===== config.mk =====
export PLATFORM = sky130hd
export DESIGN_NAME = photonic_tx_serialiser
export DESIGN_NICKNAME = d
export VERILOG_FILES = /design/src/rtl/photonic_tx_serialiser.sv
export SDC_FILE = /design/constraint.sdc
export NUM_CORES = 1
export LEC_CHECK = 0
export BUFFER_PORTS_ARGS = -buffer_cell sky130_fd_sc_hd__clkbuf_2
export CAP_MARGIN = 10
export CORE_ASPECT_RATIO = 0.9
export CORE_MARGIN = 5
export CORE_UTILIZATION = 31
export CTS_BUF_LIST = sky130_fd_sc_hd__clkbuf_16
export CTS_CLUSTER_DIAMETER = 200
export DETAILED_ROUTE_END_ITERATION = 16
export PLACE_DENSITY_LB_ADDON = 0.15
export SYNTH_ARGS = -nofsm -noshare
export SYNTH_HDL_FRONTEND = slang
export SYNTH_SLANG_ARGS = --single-unit

===== constraint.sdc =====
create_clock -name clk -period 1.7 [get_ports clk]
set_clock_uncertainty 0.05 [all_clocks]
set_input_delay 0.085 -clock clk [delete_from_list [all_inputs] [get_ports clk]]
set_output_delay 0.085 -clock clk [all_outputs]
set_load 0.05 [all_outputs]

===== src/rtl/photonic_tx_serialiser.sv =====
`default_nettype none
// ============================================================================
// Module      : photonic_tx_serialiser
// Description : Buffered packet serialiser. Queues {dest_id, data, src_id}
//               packets in a DEPTH-entry FIFO and emits each one MSB-first
//               across LANES optical lanes as framed beats (sof/eof marked).
//               Optional macro TX_PARITY_EN appends an even-parity bit.
// Revision    : 1.0 - initial release
// ============================================================================
module photonic_tx_serialiser #(
    parameter int DEST_W = 1,
    parameter int DATA_W = 1,
    parameter int SRC_W  = 1,
    parameter int LANES  = 1,
    parameter int DEPTH  = 4
) (
    input  logic                       clk,
    input  logic                       rst,
    input  logic [DEST_W-1:0]          dest_id,
    input  logic [DATA_W-1:0]          data,
    input  logic [SRC_W-1:0]           src_id,
    input  logic                       in_valid,
    output logic                       in_ready,
    input  logic                       link_ready,
    output logic [LANES-1:0]           tx_out,
    output logic                       tx_valid,
    output logic                       tx_sof,
    output logic                       tx_eof,
    output logic [$clog2(DEPTH+1)-1:0] fifo_count
);

`ifdef TX_PARITY_EN
    localparam int c_PAR_W = 1;
`else
    localparam int c_PAR_W = 0;
`endif
    localparam int c_PAY_W   = DEST_W + DATA_W + SRC_W;
    localparam int c_FRAME_W = c_PAY_W + c_PAR_W;
    localparam int c_BEATS   = (c_FRAME_W + LANES - 1) / LANES;
    localparam int c_SHIFT_W = c_BEATS * LANES;
    localparam int c_CNT_W   = (c_BEATS > 1) ? $clog2(c_BEATS) : 1;
    localparam int c_PTR_W   = $clog2(DEPTH);
    localparam int c_FC_W    = $clog2(DEPTH + 1);

    localparam logic [c_CNT_W-1:0] c_LAST = c_CNT_W'(c_BEATS - 1);
    localparam logic [c_FC_W-1:0]  c_FULL = c_FC_W'(DEPTH);

    localparam logic [0:0] c_S_IDLE = 1'b0;
    localparam logic [0:0] c_S_SEND = 1'b1;

    logic [c_FRAME_W-1:0] r_mem [DEPTH];
    logic [c_PTR_W-1:0]   r_wr_ptr;
    logic [c_PTR_W-1:0]   r_rd_ptr;
    logic [c_FC_W-1:0]    r_count;
    logic [0:0]           r_state;
    logic [c_CNT_W-1:0]   r_cnt;
    logic [c_SHIFT_W-1:0] r_shift;
    logic                 r_valid;
    logic                 r_sof;
    logic                 r_eof;

    logic [c_PAY_W-1:0]   w_payload;
    logic [c_FRAME_W-1:0] w_frame;
    logic [c_SHIFT_W-1:0] w_load;
    logic                 w_empty;
    logic                 w_last;
    logic                 w_push;
    logic                 w_pop;

    assign w_payload = {dest_id, data, src_id};
`ifdef TX_PARITY_EN
    assign w_frame = {w_payload, ^w_payload};
`else
    assign w_frame = w_payload;
`endif

    assign w_empty = (r_count == '0);
    assign w_last  = (r_cnt == c_LAST);
    assign in_ready = (r_count != c_FULL);
    assign w_push  = in_valid && in_ready;
    // A pop either starts from idle or chains onto the last beat of the
    // current frame so consecutive frames leave no bubble.
    assign w_pop   = !w_empty &&
                     ((r_state == c_S_IDLE) ||
                      (link_ready && w_last));

    // Frame is left-justified so the final beat is zero-padded in low lanes.
    always_comb begin
        w_load = '0;
        w_load[c_SHIFT_W-1 -: c_FRAME_W] = r_mem[r_rd_ptr];
    end

    always_ff @(posedge clk) begin
        if (w_push) begin
            r_mem[r_wr_ptr] <= w_frame;
        end
    end

    always_ff @(posedge clk or posedge rst) begin
        if (rst) begin
            r_wr_ptr <= '0;
            r_rd_ptr <= '0;
            r_count  <= '0;
        end else begin
            if (w_push) begin
                r_wr_ptr <= r_wr_ptr + c_PTR_W'(1);
            end
            if (w_pop) begin
                r_rd_ptr <= r_rd_ptr + c_PTR_W'(1);
            end
            case ({w_push, w_pop})
                2'b10:   r_count <= r_count + c_FC_W'(1);
                2'b01:   r_count <= r_count - c_FC_W'(1);
                default: r_count <= r_count;
            endcase
        end
    end

    always_ff @(posedge clk or posedge rst) begin
        if (rst) begin
            r_state <= c_S_IDLE;
            r_cnt   <= '0;
            r_shift <= '0;
            r_valid <= 1'b0;
            r_sof   <= 1'b0;
            r_eof   <= 1'b0;
        end else begin
            case (r_state)
                c_S_IDLE: begin
                    if (w_pop) begin
                        r_state <= c_S_SEND;
                        r_shift <= w_load;
                        r_cnt   <= '0;
                        r_valid <= 1'b1;
                        r_sof   <= 1'b1;
                        r_eof   <= (c_BEATS == 1);
                    end
                end
                c_S_SEND: begin
                    if (link_ready) begin
                        if (w_last) begin
                            if (w_pop) begin
                                r_shift <= w_load;
                                r_cnt   <= '0;
                                r_sof   <= 1'b1;
                                r_eof   <= (c_BEATS == 1);
                            end else begin
                                r_state <= c_S_IDLE;
                                r_shift <= '0;
                                r_cnt   <= '0;
                                r_valid <= 1'b0;
                                r_sof   <= 1'b0;
                                r_eof   <= 1'b0;
                            end
                        end else begin
                            r_shift <= r_shift << LANES;
                            r_cnt   <= r_cnt + c_CNT_W'(1);
                            r_sof   <= 1'b0;
                            r_eof   <= ((r_cnt + c_CNT_W'(1)) == c_LAST);
                        end
                    end
                end
                default: r_state <= c_S_IDLE;
            endcase
        end
    end

    assign tx_out     = r_shift[c_SHIFT_W-1 -: LANES];
    assign tx_valid   = r_valid;
    assign tx_sof     = r_sof;
    assign tx_eof     = r_eof;
    assign fifo_count = r_count;

endmodule
`default_nettype wire


==> results.toml <==
[logic_synthesis]
async_reset_ff_frac = 0.556
muxShareOfSynthArea = 0.0857
synth_largest_area_cell = "dfrtp_1"
netlist_instances = 89
synth_area_leaders = "dfrtp_1, edfxtp_1, ha_1, mux4_2, xnor2_1"
synthXorXnorAreaFrac = 0.0434
ys_types = 30
ys_seq_area_frac = 0.607
syn-num-nets = 102
synth-seq-cells = 27
netlist.area_leader.share = 0.310
synthAdderAreaFrac = 0.0682
synth_edf_count = 12
synthTopCellsByCount = "dfrtp_1, edfxtp_1, inv_1"
synth_most_common_cell = "dfrtp_1"
syn_area_per_cell_sq_um = 13.6
synth_ff_type = "dfrtp_1"
synth_top_family_by_area = "simple AND/OR/NAND/NOR gates"
synth_warnings = 0
netlist_area_sq_um = 1210
synth_compound_area_frac = 0.0661
yosys.area_share.simple = 0.0940

[global_route]
antenna_found_initial = 0
first_global_vias = 831
grt_pass1_wl_um = 3800
track_usage = 0.0931
grt_overflow = 0
grt_max_degree = 16

[worst_setup_path]
cp.required_ns = 1.79
worstPathArrival_ns = 1.95
endpoint_kind = "flop"
cp_max_fo = 4
crit_type = "flop to flop"
start_kind = "flop"

[hold_path]
worstHoldPathType = "input port to flop"

[sta]
hold_viol = 0
slew_violations = 0
rsz0062_at_grt = "yes"
slew_headroom = 0.621
worst_pin_slew_ns = 0.553
fin_crit_ns = 1.87
period_share = 1.10
max_freq_ghz = 0.536
setup_ws_ns = -0.166
setup_viol = 2
fin_tns_setup_ns = -0.301

[route]
ant_nets = 0
drt-total-wl_um = 2080
num_vias = 764
post_drt_wl_per_cell_um = 12.4
vias_per_cell = 4.55
drt-pass1-iter-count = 4
drtIter0Drc = 29
drc = 0

[placed_design]
placement.io_buffers = 14
gp_congestion = 0.770
hpwl_um = 1630
preCtsSetupSlack_ns = -0.181
place_inst = 159

[clocking]
cts_buffer_depth = 2
clockRootBuffer = "clkbuf_16"
clkTransAtPathRegs_ns = 0.06
cts_buffers = 3
cts_sinks = 27
clk-insertion-delay-late_ns = 0.25
htree_levels = 1
tritoncts = "yes"

[power_and_ir_drop]
ir_drop_v = 0.000673
power-per-cell-area_nw_per_um2 = 1770
p_total_uw = 2830
p_leak_uw = 0.000714

[finish]
nets = 136
area_delta_synth_final_pct = 31.8
antenna_cells = 0
drive_above_1_share = 0.385
fin_cells = 168
finish.utilization = 0.425

[job]
cap_violations = 0

[die]
fp-row-count = 21
pin_count = 15
die-area_sq_um = 5260
die_w_um = 75.9
die_height_um = 69.3
start_util = 0.322
core_sq_um = 3760

[outcome]
violations = "setup timing"
status = "finished, violations left"
-- cells in the final DEF (no fill, tap or decap), types with 3 or more instances in the layout --
master and instances:
dlygate4sd3_1 4, dfrtp_1 11, clkbuf_16 3, edfxtp_1 12, and3_1 4, xnor2_1 3
dfrtp_2 3, ha_1 4, buf_4 13, a21oi_1 6, clkbuf_2 14, inv_1 7
nor2_1 5, nand2_1 5
-- power breakdown --
part           leakage (uW)  switching, uW  total (uW)  internal (uW)
Combinational      0.000391            682        1220            541
Clock             0.0000423            195         509            314
Sequential         0.000281            186        1100            912
-- critical path: stages (launching register included) --
cell	delay, ns
dfrtp_4	0.51
nor2_4	0.11
nand2_4	0.05
and2_4	0.14
inv_2	0.06
ha_4	0.13
fa_2	0.42
mux2_4	0.27
-- metal layers --
metal / track usage / part of all wire
met5: 0 / 0
met1: 0.116 / 0.44
met2: 0.151 / 0.51
met4: 0.0233 / 0.0082
met3: 0.0319 / 0.045
-- final timing paths --
path	from	end	slack [ns]	cells past startpoint
setup / recovery	fifo_count[0]	fifo_count[1]	-0.17	7
hold / removal	link_ready	tx_sof	0.1	3
setup reg to reg	fifo_count[0]	fifo_count[1]	-0.17	7
hold reg to reg	tx_sof	tx_sof	0.44	1
max in group asynchronous	rst	fifo_count[0]	0.81	3
min in group asynchronous	rst	r_wr_ptr[1]	0.36	3
-- per-stage QoR --
stage | cell area, sq um | hold WS (ns)
after floorplan | 1250 | -0.0637
after global placement | 1450 | 0.107
after detailed placement | 1450 | 0.108
after CTS | 1580 | 0.00123
after global routing | 1600 | 0.124
final | 1600 | 0.0990
-- flip-flops by register name (all words and copies together), names as in the netlist, 2 cells and up --
register	count
r_shift	3
r_cnt	2
r_wr_ptr	2
r_rd_ptr	2
fifo_count	3
r_mem	12
-- kinds of logic (layout without fill, tap and decap cells) --
logic type | Yosys count | count (layout)
and+or+nand+nor | 22 | 22
xor gates and xnor gates | 6 | 6
buffers and inverters | 9 | 42
muxes | 6 | 6
adders and majority gates | 6 | 6
DFF | 27 | 27
AOI/OAI and AO/OA | 13 | 13
-- area by class of cell --
cell class / instances / area [sq um]
timing repair buffer: 31 / 208
fill: 356 / 2160
sequential: 27 / 743
tap: 46 / 57.6
multi-input combinational: 53 / 483
clock buffer: 3 / 75.1
clock inverter: 1 / 3.75
inverter: 7 / 26.3
-- repair_timing --
| action | CTS | global route |
|---|---|---|
| pin swaps | 3 | 5 |
| setup endpoints to repair | 2 | 2 |
| gates resized for setup | 1 | 2 |
| buffers inserted | 1 | 0 |
| hold endpoints to repair | 23 | 4 |
| hold buffers | 3 | 1 |
Power figures use the tool's default switching activity.
